### src/rtl/fetch_pkg.sv
`default_nettype none
// ============================================================================
// Module : fetch_pkg
// Brief  : Shared defaults and queue entry layout for the fetch stage.
// Rev    : 1.0
// ============================================================================
package fetch_pkg;

    localparam int                     XLEN_DEF     = 32;
    localparam int                     INSTR_W      = 32;
    localparam logic [XLEN_DEF-1:0]    RESET_PC_DEF = '0;
    localparam int unsigned            PC_STEP_DEF  = 1;

    // Queue entry layout is {pc, instr}: instruction in the low bits.
    localparam int                     INSTR_LSB    = 0;
    localparam int                     PC_LSB       = INSTR_W;

    typedef struct packed {
        logic [XLEN_DEF-1:0] pc;
        logic [INSTR_W-1:0]  instr;
    } fetch_entry_t;

    function automatic int cnt_width(input int depth);
        return $clog2(depth) + 1;
    endfunction

endpackage
`default_nettype wire

### src/rtl/fetch_fifo.sv
`default_nettype none
// ============================================================================
// Module : fetch_fifo
// Brief  : Synchronous DEPTH x WIDTH FIFO with flush, occupancy and head view.
// Rev    : 1.0
// ============================================================================
module fetch_fifo
    import fetch_pkg::*;
#(
    parameter int DEPTH = 4,
    parameter int WIDTH = 64
) (
    input  logic                     clk,
    input  logic                     reset,
    input  logic                     push,
    input  logic [WIDTH-1:0]         push_data,
    input  logic                     pop,
    input  logic                     flush,
    output logic [cnt_width(DEPTH)-1:0] count,
    output logic                     head_valid,
    output logic [WIDTH-1:0]         head_data
);

    localparam int AW = $clog2(DEPTH);
    localparam int CW = cnt_width(DEPTH);

    logic [WIDTH-1:0] mem [DEPTH];
    logic [AW-1:0]    wr_ptr;
    logic [AW-1:0]    rd_ptr;
    logic             do_pop;

    assign head_valid = (count != '0);
    assign do_pop     = pop && head_valid;
    assign head_data  = head_valid ? mem[rd_ptr] : '0;

    // Pointers wrap naturally because DEPTH is a power of two.
    always_ff @(posedge clk) begin
        if (reset || flush) begin
            wr_ptr <= '0;
            rd_ptr <= '0;
            count  <= '0;
        end else begin
            if (push) begin
                wr_ptr <= wr_ptr + AW'(1);
            end
            if (do_pop) begin
                rd_ptr <= rd_ptr + AW'(1);
            end
            case ({push, do_pop})
                2'b10:   count <= count + CW'(1);
                2'b01:   count <= count - CW'(1);
                default: count <= count;
            endcase
        end
    end

    always_ff @(posedge clk) begin
        if (push && !flush && !reset) begin
            mem[wr_ptr] <= push_data;
        end
    end

endmodule
`default_nettype wire

### src/rtl/fetch_queue.sv
`default_nettype none
// ============================================================================
// Module : fetch_queue
// Brief  : PC owner, credit-based instruction fetch and branch redirect.
//          Optional macro FETCH_PERF_CNT_EN adds saturating perf counters.
// Rev    : 1.0
// ============================================================================
module fetch_queue
    import fetch_pkg::*;
#(
    parameter int                XLEN     = XLEN_DEF,
    parameter int                DEPTH    = 4,
    parameter logic [XLEN-1:0]   RESET_PC = XLEN'(RESET_PC_DEF),
    parameter int unsigned       PC_STEP  = PC_STEP_DEF
) (
    input  logic                 clk,
    input  logic                 reset,
    output logic                 imem_req,
    output logic [XLEN-1:0]      imem_addr,
    input  logic [31:0]          imem_data,
    output logic                 out_valid,
    input  logic                 out_ready,
    output logic [31:0]          out_instr,
    output logic [XLEN-1:0]      out_pc,
    input  logic                 taken,
    input  logic [XLEN-1:0]      branch_pc,
    input  logic [XLEN-1:0]      pc_rel,
    output logic [$clog2(DEPTH):0] count
`ifdef FETCH_PERF_CNT_EN
    ,
    output logic [31:0]          perf_fetched,
    output logic [31:0]          perf_flushes,
    output logic [31:0]          perf_full_stalls
`endif
);

    localparam int CW = $clog2(DEPTH) + 1;
    localparam int NW = CW + 1;
    localparam int EW = XLEN + INSTR_W;

    logic [XLEN-1:0] fetch_pc;
    logic [XLEN-1:0] inflight_pc;
    logic            inflight;
    logic            pop;
    logic            push;
    logic            credit_ok;
    logic [NW-1:0]   need;
    logic [EW-1:0]   head_data;

    assign pop       = out_valid && out_ready;
    // Occupancy after this cycle if the in-flight word lands and the head leaves.
    assign need      = NW'(count) + NW'(inflight) - NW'(pop);
    assign credit_ok = (need < NW'(DEPTH));
    assign imem_req  = !reset && !taken && credit_ok;
    assign imem_addr = fetch_pc;
    assign push      = inflight && !taken;

    always_ff @(posedge clk) begin
        if (reset) begin
            fetch_pc    <= RESET_PC;
            inflight    <= 1'b0;
            inflight_pc <= '0;
        end else begin
            inflight    <= imem_req;
            inflight_pc <= fetch_pc;
            if (taken) begin
                fetch_pc <= branch_pc + pc_rel;
            end else if (imem_req) begin
                fetch_pc <= fetch_pc + XLEN'(PC_STEP);
            end
        end
    end

    fetch_fifo #(
        .DEPTH (DEPTH),
        .WIDTH (EW)
    ) u_fifo (
        .clk        (clk),
        .reset      (reset),
        .push       (push),
        .push_data  ({inflight_pc, imem_data}),
        .pop        (pop),
        .flush      (taken),
        .count      (count),
        .head_valid (out_valid),
        .head_data  (head_data)
    );

    assign out_instr = head_data[INSTR_LSB +: INSTR_W];
    assign out_pc    = head_data[PC_LSB +: XLEN];

`ifdef FETCH_PERF_CNT_EN
    logic full_stall;

    assign full_stall = !reset && !taken && !credit_ok;

    always_ff @(posedge clk) begin
        if (reset) begin
            perf_fetched     <= '0;
            perf_flushes     <= '0;
            perf_full_stalls <= '0;
        end else begin
            if (push && perf_fetched != '1) begin
                perf_fetched <= perf_fetched + 32'd1;
            end
            if (taken && perf_flushes != '1) begin
                perf_flushes <= perf_flushes + 32'd1;
            end
            if (full_stall && perf_full_stalls != '1) begin
                perf_full_stalls <= perf_full_stalls + 32'd1;
            end
        end
    end
`else
    // Counters are absent in this build.
`endif

endmodule
`default_nettype wire

### config.mk
export PLATFORM = sky130hd
export DESIGN_NAME = fetch_queue
export DESIGN_NICKNAME = d
export VERILOG_FILES = /design/src/rtl/fetch_pkg.sv /design/src/rtl/fetch_fifo.sv /design/src/rtl/fetch_queue.sv
export SDC_FILE = /design/constraint.sdc
export NUM_CORES = 1
export LEC_CHECK = 0
export CORE_ASPECT_RATIO = 1.2
export CORE_UTILIZATION = 52
export DETAILED_ROUTE_END_ITERATION = 16
export GPL_TIMING_DRIVEN = 0
export PLACE_DENSITY = 0.87
export RECOVER_POWER = 100
export SYNTH_ARGS = -nofsm -noshare
export SYNTH_HDL_FRONTEND = slang
export SYNTH_SLANG_ARGS = --single-unit
### constraint.sdc
create_clock -name clk -period 3.9 [get_ports clk]
set_clock_uncertainty 0.1 [all_clocks]
set_input_delay 0.39 -clock clk [delete_from_list [all_inputs] [get_ports clk]]
set_output_delay 0.39 -clock clk [all_outputs]
set_load 0.05 [all_outputs]
== After elaboration in Yosys (flattened, before gate mapping) ==
Memories as Yosys holds them, arrays and structs flattened. A register that Yosys moved wholly into a read port is not among the register bits.
Cells that the tools add are included.
W data, S select, Z words.

* Flip-flop bits (word level): 72
* Latch bits: 0
* RAM bits: 256
* Memory bits (read-only): 0
* Bits of input ports: 100
* Output and inout bits: 101
* Word-level logic and storage cells: 39
* Memories kept: 1

* Add/sub/neg operators: 8
* $mul: 0
* Div/mod/pow operators: 0
* Magnitude comparators: 1
* Eq/ne operators: 2
* Shift operators: 0
* Mux-type cells: 8
* Bitwise gates (word level): 0
* Reduce and logical (&&, ||, !) cells: 13

{| class="wikitable"
|+ Memories
! name !! words !! width !! rd ports !! clocked after Yosys merged registers in !! write ports !! RTL line !! text
|-
| u_fifo.mem || 4 || 64 || 1 || 1 || 1 || fetch_fifo.sv:27 || <nowiki>logic [WIDTH-1:0] mem [DEPTH];</nowiki>
|}

{| class="wikitable"
|+ Operators with widths
! operator !! count
|-
| $mux W32 || 2
|-
| $mux W64 || 1
|-
| $add A32 B1 Y32 const B || 1
|-
| $add A32 B32 Y32 || 1
|-
| $logic_and A1 B1 Y1 || 7
|-
| $pmux W3 S2 || 1
|-
| $add A2 B1 Y2 const B || 2
|-
| $add A3 B1 Y4 || 1
|-
| $lt A4 B3 Y1 const B || 1
|-
| $mux W2 || 2
|-
| $reduce_bool A2 Y1 || 2
|-
| $sub A4 B1 Y4 || 1
|-
| $add A3 B1 Y3 const B || 1
|-
| $reduce_bool A3 Y1 || 1
|-
| $sub A3 B1 Y3 const B || 1
|-
| $eq A2 B1 Y1 const B || 1
|-
| $eq A2 B2 Y1 const B || 1
|-
| $logic_not A1 Y1 || 2
|-
| $mux W1 || 2
|-
| $logic_or A1 B1 Y1 || 1
|}

== Longest topological paths before layout ==
* Depth after elaboration: 7
* Gate-level depth with buffers: 15
* Mapped depth without buffers: 14

== Cells and area by module ==
From an unflattened synthesis, not the netlist that was laid out.

* Cells, all modules: 963
* Area, all modules: 14435.1 µm²

{| class="wikitable"
|+ By module, submodules not included
! module !! instances !! cells an instance !! area an instance (µm²)
|-
| fetch_fifo || 1 || 455 || 10192.3
|-
| fetch_queue || 1 || 508 || 4242.8
|}

== Worst setup path before layout ==
OpenSTA, ideal clock, no wires.

* Path kind: reg2reg
* From: register u_fifo.count[1]
* To: register fetch_pc[10], in the netlist imem_addr[10]
* Setup time: 0.136 ns
* Arrival time: 3.203 ns
* Required time: 3.664 ns
* Slack: 0.461 ns
* Cell stages (with the launch flop): 16
* Path buffers: 1
* Period minus slack after synthesis: 3.439 ns
* Path through: dfxtp_1 -> inv_1 -> nand3_1 -> and2_1 -> ha_1 -> inv_1 -> ha_1 -> and3b_4 -> a21oi_2 -> o32a_1 -> buf_6 -> nor2_4 -> nand3_1 -> nor2_1 -> xnor2_1 -> o22ai_1

* Word-level cells in the longest chain between the ends: 6
* Elaborated cells between the ends (all ways): 7
* Those cells by class: add/sub (2); order compare (1); reduce/logical (4)

{| class="wikitable"
|+ Ends and longest elaborated chain
! item !! RTL line !! text
|-
| from (decl) || fetch_fifo.sv:19 || <nowiki>output logic [cnt_width(DEPTH)-1:0] count,</nowiki>
|-
| from (signal assigned) || fetch_fifo.sv:50 || <nowiki>2'b10: count <= count + CW'(1);</nowiki>
|-
| from (signal assigned) || fetch_fifo.sv:51 || <nowiki>2'b01: count <= count - CW'(1);</nowiki>
|-
| from (signal assigned) || fetch_fifo.sv:52 || <nowiki>default: count <= count;</nowiki>
|-
| parallel branches: the longest is 2 deep, another holds $add A3 B1 Y4 || -- ||
|-
| $sub A4 B1 Y4 (*) || fetch_queue.sv:52 || <nowiki>assign need = NW'(count) + NW'(inflight) - NW'(pop);</nowiki>
|-
| $lt A4 B3 Y1 (*) || fetch_queue.sv:53 || <nowiki>assign credit_ok = (need < NW'(DEPTH));</nowiki>
|-
| $logic_and A1 B1 Y1 (*) || fetch_queue.sv:54 || <nowiki>assign imem_req = !reset && !taken && credit_ok;</nowiki>
|-
| named net imem_req || fetch_queue.sv:18 || <nowiki>output logic imem_req,</nowiki>
|-
| $reduce_bool A2 Y1 (no line) (*) || -- ||
|-
| to (signal assigned) || fetch_queue.sv:67 || <nowiki>fetch_pc <= branch_pc + pc_rel;</nowiki>
|-
| to (signal assigned) || fetch_queue.sv:69 || <nowiki>fetch_pc <= fetch_pc + XLEN'(PC_STEP);</nowiki>
|-
| to (decl) || fetch_queue.sv:41 || <nowiki>logic [XLEN-1:0] fetch_pc;</nowiki>
|}

Mark *: on every way through the listed nets, which the timed path passes.
A chain may end at the register's enable or synchronous reset.

==> run summary <==
Synth
- sequential fraction of the synthesis area: 64.3%
- Synth async-reset ratio: 0%
- predominant post-synthesis flop cell: sky130_fd_sc_hd__edfxtp_1
- Post-Synthesis Net Count: 1,098
- number of different library cells in the post-synthesis netlist: 58
- total standard cell area after synthesis: 14,300 sq um
- average instance area after synthesis: 14.9 sq um
- instance count of the mapped netlist: 955
- YS warnings: 0
- flop and latch count out of synthesis: 330
- number of flops mapped to enable cells by yosys: 256

Cells and area
- final non-filler cell total: 1,549
- commonest non-fill, non-tap cell in the layout: sky130_fd_sc_hd__edfxtp_1
- multi-input combinational cell area: 4820 sq um
- post-layout utilization of the core: 65.4%
- Area Overhead vs Synth: 23.8%
- antenna cells: 0
- most used cells in the layout excluding fill and tap cells: sky130_fd_sc_hd__edfxtp_1 (256), sky130_fd_sc_hd__dlygate4sd3_1 (100), sky130_fd_sc_hd__clkdlybuf4s50_1 (98), sky130_fd_sc_hd__dfxtp_1 (73), sky130_fd_sc_hd__mux4_2 (64)
- Register Area: 9170 sq um
- fraction of final layout cells with drive strength greater than 1: 11.4%
- number of nets in the layout: 1,330
- count of filler cells inserted in the layout: 1,868

Floorplan
- CORE AREA: 27,000 sq um
- number of placed I/O pins: 201
- full die area: 28,100 sq um
- Initial Util: 52.8%
- die height: 183 um
- row cnt: 66
- die span in x: 153 um

Worst setup path
- register-to-register setup slack: 0.19 ns
- Worst Reg2Reg Path Length in Cells: 14
- worst reg2reg path endpoint: imem_addr[25]
- cells traversed along the worst timing path: clkbuf_1 -> clkbuf_1 -> mux4_2 -> and2_1 -> clkdlybuf4s50_1
- worst-path fanout max: 10
- gate family responsible for the most delay along the worst path: buffers and inverters
- worst setup path category: reg -> out
- data arrival time of the critical path: 3.27 ns
- required time of the critical path: 3.41 ns
- slowest stage cell, crit path: sky130_fd_sc_hd__clkdlybuf4s50_1
- cell occurring most often along the worst timing path: sky130_fd_sc_hd__clkbuf_1
- number of buffers and inverters on the critical path: 3
- Max stage delay on crit path: 0.74 ns
- worst reg2reg path startpoint: u_fifo.count[1]
- CP Capture Type: primary output
- critical path launch point type: flip-flop

Clock tree
- CTS buffer count: 28
- root buf cell: sky130_fd_sc_hd__clkbuf_16
- Sink Count: 330
- buffers from clock root to sink, at most: 3
- TritonCTS clock tree: built
- clk_lat worst skew: 0.54 ns
- # Post-CTS Setup Buffers: 0
- H-tree depth: 1
- CTS clk-pin slew, worst paths: 0.07 ns

Placement
- buffers added on ports: 199
- number of placed instances with taps included: 1,498
- global placer's final weighted congestion: 0.876
- estimated wirelength of the detail-placed design: 20,600 um

Min path
- start point of the worst min-delay path: inflight_pc[14]
- sink of the worst hold path: u_fifo.mem[2][46]
- Hold Path Depth: 0
- Hold Path Class: reg -> reg

Outcome
- violated checks: max-capacitance violations, max-slew violations
- run status: finished, violations left

STA
- shortest period the worst path allows: 3.76 ns
- crit share post-route: 96.4%
- max-slew violation count: 90
- RSZ-0062 raised after global routing: false
- achievable clock frequency: 0.266 GHz
- number of setup violations in the final report: 0
- final hold violations: 0
- transition time at the pin with the least slew margin: 1.71 ns
- Setup Total Neg Slack: 0 ns
- Max transition margin: -14.3%
- worst hold slack across all endpoints: 0.377 ns

Drt
- post-DR wirelength/cell: 19.1 um
- Final ANT Viol Nets: 0
- total via count in the routed design: 8,737
- Avg Vias per Cell: 5.64
- total wire length after detailed routing: 29,600 um
- DR DRC count: 0
- first-pass iteration count of the detailed router: 5
- number of violations reported at the end of detailed-routing iteration 0: 460

Global routing
- largest net degree at the start of global routing: 59
- first-pass GRT wire length: 46,800 um
- number of antenna violations at the first check in global routing: 0
- grt total ovfl: 0
- via count of the first global-routing pass: 8,883
- GRT Util Overall: 21.4%

Pwr
- Worst IR Drop VDD: 286 uV
- areal power density over the cells: 432 nW/um^2
- leakage component of the power: 6.25 nW

Run
- # Max-Cap Violations: 2

==> logic make-up (layout without fill, tap and decap cells) <==
group                      Yosys count  in the layout  share of synthesized area (%)
AOI/OAI and AO/OA                  125            125                           5.84
buffers and inverters               64            318                           1.84
muxes                               67             67                           10.3
xor gates and xnor gates            61             61                           3.75
DFF                                330            330                           64.3
adders and majority gates           43             43                           3.88
and+or+nand+nor                    265            265                           10.1
==> worst max path at each step <==
| stage | end | slack (ns) | cells after the start |
|---|---|---|---|
| after floorplan | imem_addr[10] | 0.46 | 15 |
| after global placement | u_fifo.mem[0][4] | -0.53 | 3 |
| after detailed placement | imem_req | 0.008 | 11 |
| after CTS | imem_req | 0.005 | 12 |
| after global routing | imem_req | 0.02 | 12 |
| final | out_pc[21] | 0.14 | 5 |
==> sequential cells by signal (all words and copies together) (netlist names), named ones only <==
name           count
u_fifo.mem       256
imem_addr         32
inflight_pc       32
u_fifo.count       3
u_fifo.rd_ptr      2
u_fifo.wr_ptr      2
inflight           1
==> layout make-up <==
| cell class | count | area share (%) |
|---|---|---|
| Multi-Input combinational cell | 561 | 27.3 |
| Tap cell | 340 | 2.41 |
| Inverter | 21 | 0.447 |
| Clock buffer | 36 | 4.50 |
| Timing Repair Buffer | 203 | 11.4 |
| Sequential cell | 330 | 51.9 |
| Buffer | 42 | 1.02 |
| Clock inverter | 16 | 0.999 |
==> worst reg2reg max path, cell delays in order, from the launching register on <==
cell	delay, ns
sky130_fd_sc_hd__dfxtp_1	0.40
sky130_fd_sc_hd__inv_1	0.14
sky130_fd_sc_hd__nand3_1	0.20
sky130_fd_sc_hd__and2_2	0.26
sky130_fd_sc_hd__ha_1	0.17
sky130_fd_sc_hd__inv_1	0.05
sky130_fd_sc_hd__ha_1	0.26
sky130_fd_sc_hd__and3b_4	0.20
sky130_fd_sc_hd__a21oi_1	0.06
sky130_fd_sc_hd__o32ai_1	0.63
sky130_fd_sc_hd__and4_1	0.30
sky130_fd_sc_hd__clkbuf_1	0.29
sky130_fd_sc_hd__a211oi_1	0.13
sky130_fd_sc_hd__a311o_1	0.34
sky130_fd_sc_hd__a21oi_1	0.12
==> power breakdown <==
group | total (mW) | switching (mW) | internal [mW]
clock | 2.86 | 1.21 | 1.65
combinational | 0.829 | 0.486 | 0.343
sequential | 3.94 | 0.0766 | 3.86
total | 7.63 | 1.77 | 5.86
==> metrics by stage <==
stage / total power, mW / worst slack [ns] / cell area, sq um
finish: 7.63 / 0.140 / 17700
global route: 7.88 / 0.0185 / 17700
CTS: 7.69 / 0.00458 / 17800
detailed placement: 4.86 / 0.00753 / 16800
global placement: 4.84 / -0.531 / 16700
floorplan: 4.53 / 0.461 / 14300
==> what timing repair did <==
item                                    in CTS  in global routing
endpoints found under the setup margin      20                  1
hold buffers                                 0                  0
gates resized for setup                      6                  4
==> per-layer routing <==
layer	part of all wire (%)	wire (um)	up-vias	GRT usage (%)
met5	0	0	-	0
met2	52	15300	330	38.7
met1	39	11600	4259	25.6
li1	-	-	4097	-
met3	6.7	2000	51	3.95
met4	2.4	697	0	7.39
==> synth_stat cells, types with 8 or more instances <==
master / instances / area share (%)
sky130_fd_sc_hd__nand2_1: 44 / 1.2
sky130_fd_sc_hd__o21ai_0: 12 / 0.42
sky130_fd_sc_hd__a21o_1: 15 / 0.79
sky130_fd_sc_hd__ha_1: 41 / 3.6
sky130_fd_sc_hd__clkbuf_1: 28 / 0.74
sky130_fd_sc_hd__mux4_2: 64 / 10
sky130_fd_sc_hd__a211oi_1: 13 / 0.68
sky130_fd_sc_hd__nor2_1: 49 / 1.3
sky130_fd_sc_hd__buf_2: 9 / 0.32
sky130_fd_sc_hd__a21oi_1: 35 / 1.2
sky130_fd_sc_hd__dfxtp_1: 74 / 10
sky130_fd_sc_hd__edfxtp_1: 256 / 54
sky130_fd_sc_hd__and3_1: 17 / 0.75
sky130_fd_sc_hd__inv_1: 21 / 0.55
sky130_fd_sc_hd__xor2_1: 26 / 1.6
sky130_fd_sc_hd__a31oi_1: 9 / 0.39
sky130_fd_sc_hd__xnor2_1: 35 / 2.1
sky130_fd_sc_hd__o22ai_1: 8 / 0.35
sky130_fd_sc_hd__nor2b_1: 29 / 1.3
sky130_fd_sc_hd__and2_1: 67 / 2.9
sky130_fd_sc_hd__nand3_1: 19 / 0.67
sky130_fd_sc_hd__nand4_1: 12 / 0.53
(Power assumes the default switching activity.)
